$ cat config.mk
export PLATFORM = sky130hd
export DESIGN_NAME = umi_host_arb2
export DESIGN_NICKNAME = d
export VERILOG_FILES = /design/src/rtl/umi_pkg.sv /design/src/rtl/umi_arb_tagfifo.sv /design/src/rtl/umi_host_arb2.sv
export SDC_FILE = /design/constraint.sdc
export NUM_CORES = 1
export LEC_CHECK = 0
export BUFFER_PORTS_ARGS = -buffer_cell sky130_fd_sc_hd__buf_2
export CORE_AREA = 3 3 523 525
export DETAILED_ROUTE_END_ITERATION = 8
export DIE_AREA = 0 0 526 528
export GPL_TIMING_DRIVEN = 0
export PLACE_DENSITY = 0.3
export SETUP_SLACK_MARGIN = 0.3
export SYNTH_ARGS = -nofsm -noshare
export SYNTH_HDL_FRONTEND = slang
export SYNTH_HIERARCHICAL = 1
export SYNTH_SLANG_ARGS = --single-unit
$ cat constraint.sdc
create_clock -name clk -period 3 [get_ports clk]
set_input_delay 0.3 -clock clk [delete_from_list [all_inputs] [get_ports clk]]
set_output_delay 0.3 -clock clk [all_outputs]
set_load 0.02 [all_outputs]
$ cat src/rtl/umi_pkg.sv
// UMI command field positions and opcode helpers
// shared by the host-port arbiter slice.
package umi_pkg;

  localparam logic [4:0] UMI_REQ_POSTED = 5'h05;
  localparam int UMI_OP_LSB = 0;
  localparam int UMI_OP_MSB = 4;
  localparam int UMI_EOM_BIT = 22;

  function automatic logic umi_needs_resp(
    input logic [4:0] opcode
  );
    return opcode != UMI_REQ_POSTED;
  endfunction

endpackage

$ cat src/rtl/umi_arb_tagfifo.sv
// One-bit tag FIFO recording which requester owns
// each outstanding response, in issue order.
module umi_arb_tagfifo
  import umi_pkg::*;
#(
  parameter int DEPTH = 4
) (
  input  logic clk,
  input  logic nreset,
  input  logic push,
  input  logic din,
  input  logic pop,
  output logic dout,
  output logic full,
  output logic empty
);

  localparam int PW = $clog2(DEPTH);
  localparam logic [PW:0] ONE = 1;

  logic [PW:0]      wr_q, wr_d;
  logic [PW:0]      rd_q, rd_d;
  logic [DEPTH-1:0] mem_q, mem_d;

  always_comb begin
    wr_d  = wr_q;
    rd_d  = rd_q;
    mem_d = mem_q;
    if (push) begin
      mem_d[wr_q[PW-1:0]] = din;
      wr_d = wr_q + ONE;
    end
    if (pop) begin
      rd_d = rd_q + ONE;
    end
  end

  always_ff @(posedge clk or negedge nreset) begin
    if (!nreset) begin
      wr_q  <= '0;
      rd_q  <= '0;
      mem_q <= '0;
    end else begin
      wr_q  <= wr_d;
      rd_q  <= rd_d;
      mem_q <= mem_d;
    end
  end

  assign dout  = mem_q[rd_q[PW-1:0]];
  assign empty = (wr_q == rd_q);
  assign full  = (wr_q[PW] != rd_q[PW]) &&
                 (wr_q[PW-1:0] == rd_q[PW-1:0]);

endmodule

$ cat src/rtl/umi_host_arb2.sv
// Two-to-one UMI host arbiter: round-robin per
// transaction, responses routed by an in-order tag FIFO.
module umi_host_arb2
  import umi_pkg::*;
#(
  parameter int CW    = 32,
  parameter int AW    = 64,
  parameter int DW    = 64,
  parameter int DEPTH = 4
) (
  input  logic          clk,
  input  logic          nreset,
  input  logic          udev0_req_valid,
  input  logic [CW-1:0] udev0_req_cmd,
  input  logic [AW-1:0] udev0_req_dstaddr,
  input  logic [AW-1:0] udev0_req_srcaddr,
  input  logic [DW-1:0] udev0_req_data,
  output logic          udev0_req_ready,
  input  logic          udev1_req_valid,
  input  logic [CW-1:0] udev1_req_cmd,
  input  logic [AW-1:0] udev1_req_dstaddr,
  input  logic [AW-1:0] udev1_req_srcaddr,
  input  logic [DW-1:0] udev1_req_data,
  output logic          udev1_req_ready,
  output logic          udev0_resp_valid,
  output logic [CW-1:0] udev0_resp_cmd,
  output logic [AW-1:0] udev0_resp_dstaddr,
  output logic [AW-1:0] udev0_resp_srcaddr,
  output logic [DW-1:0] udev0_resp_data,
  input  logic          udev0_resp_ready,
  output logic          udev1_resp_valid,
  output logic [CW-1:0] udev1_resp_cmd,
  output logic [AW-1:0] udev1_resp_dstaddr,
  output logic [AW-1:0] udev1_resp_srcaddr,
  output logic [DW-1:0] udev1_resp_data,
  input  logic          udev1_resp_ready,
  output logic          uhost_req_valid,
  output logic [CW-1:0] uhost_req_cmd,
  output logic [AW-1:0] uhost_req_dstaddr,
  output logic [AW-1:0] uhost_req_srcaddr,
  output logic [DW-1:0] uhost_req_data,
  input  logic          uhost_req_ready,
  input  logic          uhost_resp_valid,
  input  logic [CW-1:0] uhost_resp_cmd,
  input  logic [AW-1:0] uhost_resp_dstaddr,
  input  logic [AW-1:0] uhost_resp_srcaddr,
  input  logic [DW-1:0] uhost_resp_data,
  output logic          uhost_resp_ready,
  output logic          err_orphan
);

  logic       last_q, last_d;
  logic       lock_q, lock_d;
  logic       owner_q, owner_d;
  logic       err_q, err_d;
  logic [1:0] nr, elig;
  logic       gnt, gnt_vld;
  logic       sel_eom, sel_nr;
  logic       commit, push, pop;
  logic       full, empty, head;

  // a requester is eligible unless it would
  // overflow the tag FIFO; posted writes pass
  always_comb begin
    nr[0] = umi_needs_resp(
      udev0_req_cmd[UMI_OP_MSB:UMI_OP_LSB]);
    nr[1] = umi_needs_resp(
      udev1_req_cmd[UMI_OP_MSB:UMI_OP_LSB]);
    elig[0] = udev0_req_valid & ~(full & nr[0]);
    elig[1] = udev1_req_valid & ~(full & nr[1]);
    gnt = 1'b0;
    unique case (1'b1)
      lock_q:
        gnt = owner_q;
      (!lock_q && elig == 2'b11):
        gnt = ~last_q;
      (!lock_q && elig == 2'b10):
        gnt = 1'b1;
      default:
        gnt = 1'b0;
    endcase
    gnt_vld = gnt ? elig[1] : elig[0];
  end

  assign uhost_req_valid   = gnt_vld;
  assign uhost_req_cmd     = gnt ? udev1_req_cmd
                                 : udev0_req_cmd;
  assign uhost_req_dstaddr = gnt ? udev1_req_dstaddr
                                 : udev0_req_dstaddr;
  assign uhost_req_srcaddr = gnt ? udev1_req_srcaddr
                                 : udev0_req_srcaddr;
  assign uhost_req_data    = gnt ? udev1_req_data
                                 : udev0_req_data;

  assign sel_eom = uhost_req_cmd[UMI_EOM_BIT];
  assign sel_nr  = gnt ? nr[1] : nr[0];
  assign commit  = gnt_vld & uhost_req_ready;
  assign push    = commit & sel_eom & sel_nr;

  assign udev0_req_ready = commit & ~gnt;
  assign udev1_req_ready = commit & gnt;

  // a stalled beat locks too, so the grant
  // cannot move before it commits
  always_comb begin
    last_d  = last_q;
    lock_d  = lock_q;
    owner_d = owner_q;
    if (commit) begin
      lock_d  = ~sel_eom;
      owner_d = gnt;
      if (sel_eom) last_d = gnt;
    end else if (gnt_vld) begin
      lock_d  = 1'b1;
      owner_d = gnt;
    end
    err_d = err_q | (uhost_resp_valid & empty);
  end

  always_ff @(posedge clk or negedge nreset) begin
    if (!nreset) begin
      last_q  <= 1'b1;
      lock_q  <= 1'b0;
      owner_q <= 1'b0;
      err_q   <= 1'b0;
    end else begin
      last_q  <= last_d;
      lock_q  <= lock_d;
      owner_q <= owner_d;
      err_q   <= err_d;
    end
  end

  assign err_orphan = err_q;

  assign udev0_resp_valid = uhost_resp_valid & ~empty & ~head;
  assign udev1_resp_valid = uhost_resp_valid & ~empty & head;
  assign uhost_resp_ready = uhost_resp_valid &
    (empty | (head ? udev1_resp_ready : udev0_resp_ready));
  assign pop = uhost_resp_valid & ~empty & uhost_resp_ready &
               uhost_resp_cmd[UMI_EOM_BIT];

  assign udev0_resp_cmd     = uhost_resp_cmd;
  assign udev0_resp_dstaddr = uhost_resp_dstaddr;
  assign udev0_resp_srcaddr = uhost_resp_srcaddr;
  assign udev0_resp_data    = uhost_resp_data;
  assign udev1_resp_cmd     = uhost_resp_cmd;
  assign udev1_resp_dstaddr = uhost_resp_dstaddr;
  assign udev1_resp_srcaddr = uhost_resp_srcaddr;
  assign udev1_resp_data    = uhost_resp_data;

  umi_arb_tagfifo #(
    .DEPTH(DEPTH)
  ) u_tagfifo (
    .clk   (clk),
    .nreset(nreset),
    .push  (push),
    .din   (gnt),
    .pop   (pop),
    .dout  (head),
    .full  (full),
    .empty (empty)
  );

endmodule

==> results of run 1 <==
## metal layers
metal	GRT usage	vias to the layer above
met5	0	-
met4	0.0146	102
met3	0.0864	456
met2	0.217	1449
met1	0.147	5149
li1	-	4645
## sequential cells by signal (all words and copies together) (netlist names)
name and cells:
u_tagfifo/wr_q 3, u_tagfifo/rd_q 3, err_orphan 1, lock_q 1
last_q 1, u_tagfifo/mem_q 4, owner_q 1
## power by group through the flow
stage	Clock, mW	Sequential [mW]	Combinational [mW]
floorplan	0	0.361	5.12
global placement	0	0.380	10.4
detailed placement	0	0.380	10.4
CTS	0.287	0.381	14.9
global route	0.298	0.405	16.9
finish	0.283	0.393	16.0
## cell families (layout without fill, tap and decap cells)
family | after synthesis | in the layout | synth area share
muxes | 231 | 231 | 0.375
adders and majority gates | 5 | 5 | 0.00896
and+or+nand+nor | 33 | 33 | 0.0260
AOI/OAI and AO/OA | 20 | 20 | 0.0235
buffers and inverters | 479 | 1680 | 0.508
DFF | 14 | 14 | 0.0504
other | 0 | 37 | 0
xor gates and xnor gates | 7 | 7 | 0.00878
## worst paths after layout
path,startpoint,to,slack [ns],depth (start not counted)
min in group asynchronous,nreset,err_orphan$_DFF_PN0_,0.62,2
worst max-delay path,u_tagfifo/wr_q[2]$_DFFE_PN0P_,uhost_req_srcaddr[27],-0.14,13
worst max register to register,u_tagfifo/wr_q[2]$_DFFE_PN0P_,u_tagfifo/mem_q[0]$_DFFE_PN0P_,-0.03,15
worst min-delay path,uhost_resp_valid,err_orphan$_DFF_PN0_,0.33,2
worst min register to register,err_orphan$_DFF_PN0_,err_orphan$_DFF_PN0_,0.45,1
max in group asynchronous,nreset,last_q$_DFFE_PN1P_,2.08,2
## cells in the mapped netlist, drive strengths merged (3+ instances only)
cell type and number:
buf 473, mux2 230, dfrtp 13, nand2 11, inv 6, nor2 6
ha 5, o21ai 5, o21a 4, xor2 4, nor3 3, nor3b 3
o31ai 3, xnor2 3
## layout make-up
type	count	area share
Multi-Input combinational cell	296	0.184
Sequential cell	14	0.0172
Buffer	473	0.188
Clock buffer	4	0.00428
Antenna cell	37	0.00446
Tap cell	3570	0.215
Inverter	6	0.00108
Timing Repair Buffer	1197	0.387
## what timing repair did
action / 4_1_cts / 5_1_grt
setup endpoints to repair: 236 / 235
pin swaps: 9 / 5
cloned: 15 / 7
buffers inserted: 30 / 9
endpoints found under the hold margin: 13 / 0
resized for setup: 520 / 223
hold buffers: 1 / 0
## through the flow
step	util	total power, mW	setup TNS (ns)	instances
after CTS	0.0730	15.6	-18.52	5544
after global placement	0.0635	10.8	-265.07	5494
after floorplan	-	5.48	0	789
final	0.0770	16.7	-10.52	5597
after detailed placement	0.0635	10.8	-287.16	5494
after global routing	0.0768	17.6	-34.68	5577
==> metrics.txt, run 1 <==
root buffer cell clkbuf_16; Post-synth top flop dfrtp_1; Post-synth ARST share 1.00; P_sw 8.40 mW; max incr delay on CP 0.41 ns; GRT Total Usage 0.132; Clock transition at path regs roughly 0.05 ns; Layout Area Growth over Synthesis 198%; final setup skew 0.000739 ns; placed cell area 0.0171 mm^2; clock share of power 0.017; FF+latch area 357 um^2; max layer used met5; slowest stage cell, crit path dfrtp_1; Period Utilization, post-route 1.05; H-tree depth 1; global-route wire length before repair 216000 um; minimum clock period 3.14 ns; synthesized flop and latch total 14; routability cong. 0.963; Gate power share 0.959; CTS tree yes; Die Footprint ~0.28 mm^2; core area between 0.2 and 0.3 mm^2; critical path class reg -> out; setup slack after layout -0.145 ns; Fmax achieved 318 MHz; Synth Net Count 1474; Hold Path Class in -> reg; largest net degree at the start of global routing 15; DR pass1 iterations 5; DRC viols 0; die width between 500 and 600 um; post-synthesis sequential area ratio 0.0504; failing checks setup timing; WL met2 86700 um; syn avg cell area 8.85 um^2; most common cell after layout, fill and taps aside buf_2; maximum capacitance violations 0; Worst-Margin Slew 0.596 ns; DR iter-0 viols 510; top cell type's share of synthesized area 0.493; max-slew violation count 0; metal3 WL ~29000 um; post-route cell area just over 0.02 mm^2; Data arrival, critical path 2.84 ns; dpl ws -1.76 ns; Longest Clk Path Bufs 2; TritonCTS Buffers 3; register share of total power 0.024; most frequent cells in the layout buf_2 (955), buf_4 (471), mux2_4 (163), buf_6 (154), mux2_1 (43); DR vias/cell ~2.1; antenna-violating nets left 0; unrepaired setup endpoints after global routing true; Final Routed Wirelength 195000 um; Setup violations, final 205; yosys warns 6; Power Density 802 mW/mm^2; Hold Fails Final Rpt 0; Initial Utilization 0.0259; post-DR wirelength/cell approximately 35 um; Sink Count 14; Crit path max-delay family buffers and inverters; share of layout cells above drive strength 1 0.947; WHS 0.329 ns; status complete, but fails checks; grt ovf 0; Synth area leaders buf_4 (49%), mux2_1 (30%), mux2_2 (6.6%), dfrtp_1 (4.7%), buf_2 (1.0%); vias in the first global route 11100; Rel. slew slack 0.602; Syn Inst Count roughly 800; startpoint types register; Final nets 2676; routed vias 11800; WP buf/inv 7; distinct cell type count after synthesis 38; Filler Cell Count 31800; met1 WL between 70000 and 80000 um; IO Port Bufs 1135; number of flops mapped to enable cells by yosys 0; Crit. End Element output port; worst path cell trace xnor2_2, nor3_4, buf_4, nor2b_4, a31oi_4, o31ai_4, buf_6, buf_12, buf_16, buf_6, buf_16, mux2_4, buf_6; Row Count between 150 and 200; Crit path top cell by count buf_6; sw frac 0.504; cell taking the most area after synthesis buf_4; LEAKAGE 9.83 nW; post-synthesis cell area approximately 0.007 mm^2; Internal 8.26 mW; area of the multi-input gates 0.00381 mm^2; worst-path fanout max 5; I/O Pins 1359; Die Span Y 528 um; Post-DP HPWL 185000 um; clock latency on the worst-skew pair ~0.24 ns; worst-case vdd ir drop between 0.0003 and 0.0004 V; antenna violations before repair between 200 and 300; critical path data required time 2.70 ns
(Power assumes the default switching activity.)
==> inputs of run 2 (changes only) <==
--- a/config.mk
+++ b/config.mk
@@ -5,10 +5,11 @@
 export SDC_FILE = /design/constraint.sdc
 export NUM_CORES = 1
 export LEC_CHECK = 0
+export ABC_AREA = 1
 export BUFFER_PORTS_ARGS = -buffer_cell sky130_fd_sc_hd__buf_2
-export CORE_AREA = 3 3 523 525
+export CORE_AREA = 3 3 531 533
 export DETAILED_ROUTE_END_ITERATION = 8
-export DIE_AREA = 0 0 526 528
+export DIE_AREA = 0 0 534 536
 export GPL_TIMING_DRIVEN = 0
 export PLACE_DENSITY = 0.3
 export SETUP_SLACK_MARGIN = 0.3
==> metrics.txt, run 2 <==
status completed; DR iter-0 viols 718; Period Utilization, post-route 0.971; worst-case vdd ir drop 0.000447 V; max-slew violation count 0; Hold Fails Final Rpt 0; Final nets 3218; unrepaired setup endpoints after global routing true; worst path cell trace inv_2, nand2_2, nand2_2, nand2_4, nor2_4, nand2_1, nand3_2, nand2_4, nand2_8, inv_16, buf_6, buf_12, buf_16, buf_4, buf_8, clkbuf_16, nand2_2, nand2_1, buf_4; Post-synth top flop dfrtp_1; DRC viols 0; Worst-Margin Slew 0.408 ns; most frequent cells in the layout buf_2 (938), buf_4 (541), nand2_1 (370), nand2_4 (141), nand2_2 (104); Power Density about 1100 mW/mm^2; routing usage on met3 0.0820; cell taking the most area after synthesis buf_4; grt ovf 0; IO Port Bufs 1135; Row Count 193; top cell type's share of synthesized area 0.487; Initial Utilization 0.0254; Crit path top cell by count nand2_2; Top Usage Layer GRT met2; routability cong. 0.947; Layout Area Growth over Synthesis 242%; critical path startpoint u_tagfifo/rd_q[1]$_DFFE_PN0P_; number of flops mapped to enable cells by yosys 0; Post-synth ARST share 1.00; count leader, synth nand2_1; Syn Inst Count roughly 1300; fin cells 6297; share of layout cells above drive strength 1 0.828; antenna violations before repair around 150; critical path data required time 2.70 ns; H-tree depth 1; startpoint types register; Sink Count 14; Hold Path Class in -> reg; Placed Cells about 6000; vias in the first global route between 10000 and 15000; I/O Pins 1359; yosys warns 6; biggest regs u_tagfifo/mem_q x4, u_tagfifo/rd_q x3, u_tagfifo/wr_q x3; Crit. End Element output port; post-DR wirelength/cell 33.6 um; core area 0.277 mm^2; worst-path fanout max 6; largest net degree at the start of global routing 15; Clock transition at path regs 0.05 ns; Synth area leaders buf_4 (49%), nand2_1 (37%), dfrtp_1 (4.6%), buf_2 (2.1%), inv_1 (1.0%); max incr delay on CP 0.41 ns; global-route wire length before repair 237000 um; Rel. slew slack 0.730; post-synthesis cell area 0.00705 mm^2; routed vias ~14000; largest reg by FF count u_tagfifo/mem_q; Longest Clk Path Bufs 2; post-synthesis sequential area ratio 0.0499; die width 534 um; most common cell after layout, fill and taps aside buf_2; syn avg cell area about 5.5 um^2; hold path startpoint uhost_resp_valid; met1 Resource Use GR 0.160; root buffer cell clkbuf_16; synthesized flop and latch total 14; Fmax achieved 343 MHz; Worst R2R Start u_tagfifo/rd_q[1]$_DFFE_PN0P_; clock latency on the worst-skew pair about 0.25 ns; Die Span Y 536 um; LEAKAGE 11.6 nW; Die Footprint roughly 0.29 mm^2; DR vias/cell 2.23; placed cell area 0.0174 mm^2; slowest stage cell, crit path dfrtp_1; WHS between 0.3 and 0.4 ns; Final Routed Wirelength approximately 210000 um; antenna-violating nets left 0; minimum clock period slightly below 3 ns; CTS tree yes; critical path class reg -> out; met2 track demand over resource 0.222; post-route cell area 0.0241 mm^2; max reg flops 4; DR pass1 iterations 5; Filler Cell Count 32600; Synth Net Count 1971; Setup violations, final 0; Data arrival, critical path 2.61 ns; TritonCTS Buffers 3; Post-DP HPWL roughly 200000 um; maximum capacitance violations 0; distinct cell type count after synthesis 26; Post-synth top cells nand2_1 (701), buf_4 (457), buf_2 (30); GRT Total Usage 0.139; final setup skew 0.00245 ns
==> run 2: cell types whose count changed in the layout (fill, tap and decap cells not counted), sizes merged, moves of 4 or more <==
cell    previous run  this run
nor2               6        13
o21a               4         0
inv                6        20
buf             1662      1723
clkbuf            11        19
nand3              1         7
diode             37        60
mux2             230         0
o21ai              5        12
nand2             11       705
==> run 2: worst max-delay path: cells and delay by family (launching register included) <==
family / cells / cell delay (ns)
flops: 1 / 0.41
simple gates: 10 / 0.83
buf+inv: 9 / 1.11
==> run 2: what timing repair did <==
| action | in CTS | in global routing |
|---|---|---|
| resized for setup | 846 | 499 |
| buffers inserted | 61 | 28 |
| endpoints found under the hold margin | 13 | 0 |
| pin swaps | 27 | 54 |
| cloned | 11 | 6 |
| setup endpoints to repair | 232 | 232 |
| hold buffers | 1 | 0 |
==> run 2: cells by family (layout without fill, tap and decap cells) <==
logic type	after synthesis	count (layout)	share of synthesized area
AOI/OAI and AO/OA	15	15	0.0117
xor gates and xnor gates	6	6	0.00746
adders and majority gates	5	5	0.00888
buffers and inverters	517	1763	0.528
DFF	14	14	0.0499
other	0	60	0
and+or+nand+nor	729	729	0.394
==> run 2: path summary, 6_finish.rpt <==
path                            cells past startpoint                              to  slack, ns
max in group asynchronous                           2              last_q$_DFFE_PN1P_       2.03
worst min-delay path                                3            err_orphan$_DFF_PN0_       0.35
min in group asynchronous                           2  u_tagfifo/mem_q[2]$_DFFE_PN0P_       0.66
worst min register to register                      2             owner_q$_DFFE_PN0P_       0.48
worst max-delay path                               19           uhost_req_srcaddr[36]       0.09
worst max register to register                     19   u_tagfifo/wr_q[1]$_DFFE_PN0P_       0.49
==> run 2: stage by stage <==
step,power [mW],setup TNS [ns],worst slack [ns],util
6_report,25.5,0,0.0880,0.0871
5_1_grt,27.0,-0.402,-0.0461,0.0869
4_1_cts,22.9,0,0.0160,0.0781
3_5_place_dp,15.8,-86.44,-1.30,0.0627
3_3_place_gp,15.9,-79.59,-1.30,0.0627
2_1_floorplan,6.28,0,0.828,-
==> run 2: layout make-up <==
| type | count | area [um^2] | area share |
|---|---|---|---|
| inverter | 20 | 91.3 | 0.00379 |
| timing repair buffer | 1242 | 8680 | 0.360 |
| multi-input combinational | 755 | 5820 | 0.241 |
| antenna | 60 | 150 | 0.00622 |
| clock buffer | 4 | 88.8 | 0.00368 |
| buffer | 497 | 4310 | 0.179 |
| sequential | 14 | 354 | 0.0147 |
| tap | 3705 | 4640 | 0.192 |
==> run 2: report_power, final <==
part	switching (mW)	internal [mW]	leakage, nW	total [mW]
Combinational	15.1	9.77	11.4	24.9
Sequential	0.0809	0.283	0.163	0.364
Clock	0.0822	0.202	0.0445	0.285
==> run 2: routing by layer <==
| metal | vias up | wire (um) | share of wire |
|---|---|---|---|
| li1 | 5964 | - | - |
| met1 | 6534 | 80100 | 0.38 |
| met2 | 1230 | 93200 | 0.44 |
| met3 | 251 | 31400 | 0.15 |
| met4 | 70 | 6070 | 0.029 |
| met5 | - | 648 | 0.0031 |
==> inputs of run 3 (changes only) <==
--- a/config.mk
+++ b/config.mk
@@ -6,14 +6,13 @@
 export NUM_CORES = 1
 export LEC_CHECK = 0
 export ABC_AREA = 1
-export BUFFER_PORTS_ARGS = -buffer_cell sky130_fd_sc_hd__buf_2
-export CORE_AREA = 3 3 531 533
+export CORE_AREA = 3 3 522 524
 export DETAILED_ROUTE_END_ITERATION = 8
-export DIE_AREA = 0 0 534 536
+export DIE_AREA = 0 0 525 527
+export DONT_BUFFER_PORTS = 1
 export GPL_TIMING_DRIVEN = 0
 export PLACE_DENSITY = 0.3
 export SETUP_SLACK_MARGIN = 0.3
 export SYNTH_ARGS = -nofsm -noshare
 export SYNTH_HDL_FRONTEND = slang
-export SYNTH_HIERARCHICAL = 1
 export SYNTH_SLANG_ARGS = --single-unit
==> metrics.txt, run 3 <==
GRT Total Usage 0.133; status completed; synthesized flop and latch total 14; Initial Utilization 0.0269; root buffer cell clkbuf_16; distinct cell type count after synthesis 27; Post-synth top cells nand2_1 (697), buf_4 (467), buf_2 (30); Hold Path Class in -> reg; global-route wire length before repair 213000 um; TritonCTS Buffers 3; Worst-Margin Slew 1.20 ns; Post-DP HPWL 187000 um; Data arrival, critical path ~2.5 ns; sw frac 0.773; Worst R2R Start u_tagfifo.wr_q[1]$_DFFE_PN0P_; Power Density 1190 mW/mm^2; Post-synth ARST share 1.00; Rel. slew slack 0.197; I/O Pins 1359; post-synthesis sequential area ratio 0.0487; hold path startpoint uhost_resp_valid; Layout Area Growth over Synthesis 97.8%; Stages on worst setup path 13; Setup violations, final 0; antenna violations before repair 96; Fmax achieved 357 MHz; Die Span Y 527 um; post-synthesis cell area 0.00721 mm^2; core area roughly 0.27 mm^2; Gate power share 0.960; routability cong. 1.02; antenna-violating nets left 0; Final Core Density 0.0533; IO Port Bufs 0; syn avg cell area 5.57 um^2; worst-path fanout max 10; clock share of power 0.017; fin cells 4893; most frequent cells in the layout buf_4 (467), nand2_1 (371), nand2_2 (153), nand2_4 (151), nand2_8 (29); max incr delay on CP 0.33 ns; hold path cells 1; post-DR wirelength/cell 39.7 um; Synth Net Count 1980; routed vias about 9500; R2R cell count 17; r2r setup slk 0.75 ns; count leader, synth nand2_1; DR pass1 iterations 5; Placed Cells 4847; worst-case vdd ir drop roughly 0.00046 V; max-slew violation count 0; Die Footprint 0.277 mm^2; startpoint types input pin; WP buf/inv 4; largest reg by FF count u_tagfifo.mem_q; Crit path max-delay family simple AND/OR/NAND/NOR gates; Internal about 3.8 mW; Period Utilization, post-route 0.933; Final nets 1999; R2R Path End u_tagfifo.wr_q[2]$_DFFE_PN0P_; Post-synth top flop dfrtp_1; Synth area leaders buf_4 (49%), nand2_1 (36%), dfrtp_1 (4.5%), buf_2 (2.1%), inv_1 (0.94%); Setup TNS Final 0 ns; Power Total 16.9 mW; LEAKAGE 5.62 nW; top cell type's share of synthesized area 0.486; yosys warns 0; largest net degree at the start of global routing 15; most common cell after layout, fill and taps aside buf_4; biggest regs u_tagfifo.mem_q x4, u_tagfifo.rd_q x3, u_tagfifo.wr_q x3; minimum clock period 2.80 ns; vias in the first global route approximately 9000; Filler Cell Count 31800; critical path data required time around 2.7 ns; critical path startpoint udev1_req_cmd[2]; share of layout cells above drive strength 1 0.666; DR vias/cell a little under 2; Longest Clk Path Bufs 2; DRC viols 0; Sink Count 14; Clock transition at path regs about 0.050 ns; cell taking the most area after synthesis buf_4; slowest stage cell, crit path nand3_2; Hold Fails Final Rpt 0; maximum capacitance violations 0; Syn Inst Count 1295; die width 525 um; CTS tree yes; grt ovf 0; clock latency on the worst-skew pair 0.25 ns; critical path class in -> out; max reg flops 4; final setup skew 0.00229 ns; unrepaired setup endpoints after global routing true; P_sw 13.1 mW; Final Routed Wirelength 194000 um; Setup crit end uhost_req_srcaddr[14]; H-tree depth 1; register share of total power 0.023; number of flops mapped to enable cells by yosys 0; Crit. End Element output port; worst path cell trace inv_1, nor2_1, nand3_2, nand3_2, nand2_2, nor2_4, nand2_8, nand2_8, buf_4, buf_16, buf_8, nand2_2, nand2_4; Row Count 190; DR iter-0 viols 688
-- run 3: layer usage --
metal  part of all wire  wire, um  global-route usage
met1               0.37     71800               0.143
met2               0.42     82300               0.200
met3               0.18     34700               0.107
met4              0.025      4950              0.0280
met5             0.0021       403             0.00242
-- run 3: worst reg2reg max path: cells and delay by family (launching register included) --
| family | cells | cell delay, ns |
|---|---|---|
| simple gates | 13 | 1.28 |
| flops | 1 | 0.44 |
| buf+inv | 3 | 0.36 |
| compound gates | 1 | 0.05 |
-- run 3: layout make-up --
class	count	area [um^2]	share of cell area
tap	3552	4440	0.311
timing repair buffer	14	145	0.0102
antenna	28	70.1	0.00491
inverter	23	98.8	0.00693
buffer	498	3940	0.276
clock buffer	4	88.8	0.00622
sequential	14	354	0.0248
multi-input combinational	760	5130	0.359
-- run 3: stage by stage --
step	instance area [um^2]	setup slack, ns	hold slack (ns)
floorplan	7210	0.797	0.00441
global placement	11700	-1.64	0.00891
detailed placement	11700	-1.21	0.00887
CTS	13400	0.0958	0.216
global route	14200	0.0708	0.220
finish	14300	0.202	0.218
-- run 3: what timing repair did --
item	4_1_cts	5_1_grt
hold buffers	1	0
hold endpoints to repair	14	0
gates resized for setup	444	182
setup endpoints to repair	224	224
pin swaps	16	34
gates cloned	0	1
setup buffers	4	8
-- run 3: cells by family (layout without fill, tap and decap cells) --
kind of cell               count (synthesis)  in the layout  synth area share
AOI/OAI and AO/OA                         10             10           0.00989
adders and majority gates                  5              5           0.00867
other                                      0             28                 0
xor gates and xnor gates                   4              4           0.00486
and+or+nand+nor                          741            741             0.407
DFF                                       14             14            0.0487
buffers and inverters                    521            539             0.520
-- run 3: power groups by stage --
stage	Combinational [mW]	Sequential (mW)	Clock [mW]
final	16.3	0.393	0.284
after CTS	15.8	0.390	0.292
after global placement	13.7	0.395	0
after floorplan	6.30	0.348	0
after global routing	17.4	0.406	0.303
after detailed placement	13.7	0.395	0
-- run 3: worst min path at each step --
stage	slack (ns)	to
after floorplan	0.004	err_orphan$_DFF_PN0_
after global placement	0.009	u_tagfifo.rd_q[1]$_DFFE_PN0P_
after detailed placement	0.009	u_tagfifo.rd_q[1]$_DFFE_PN0P_
after CTS	0.22	err_orphan$_DFF_PN0_
after global routing	0.22	err_orphan$_DFF_PN0_
final	0.22	err_orphan$_DFF_PN0_
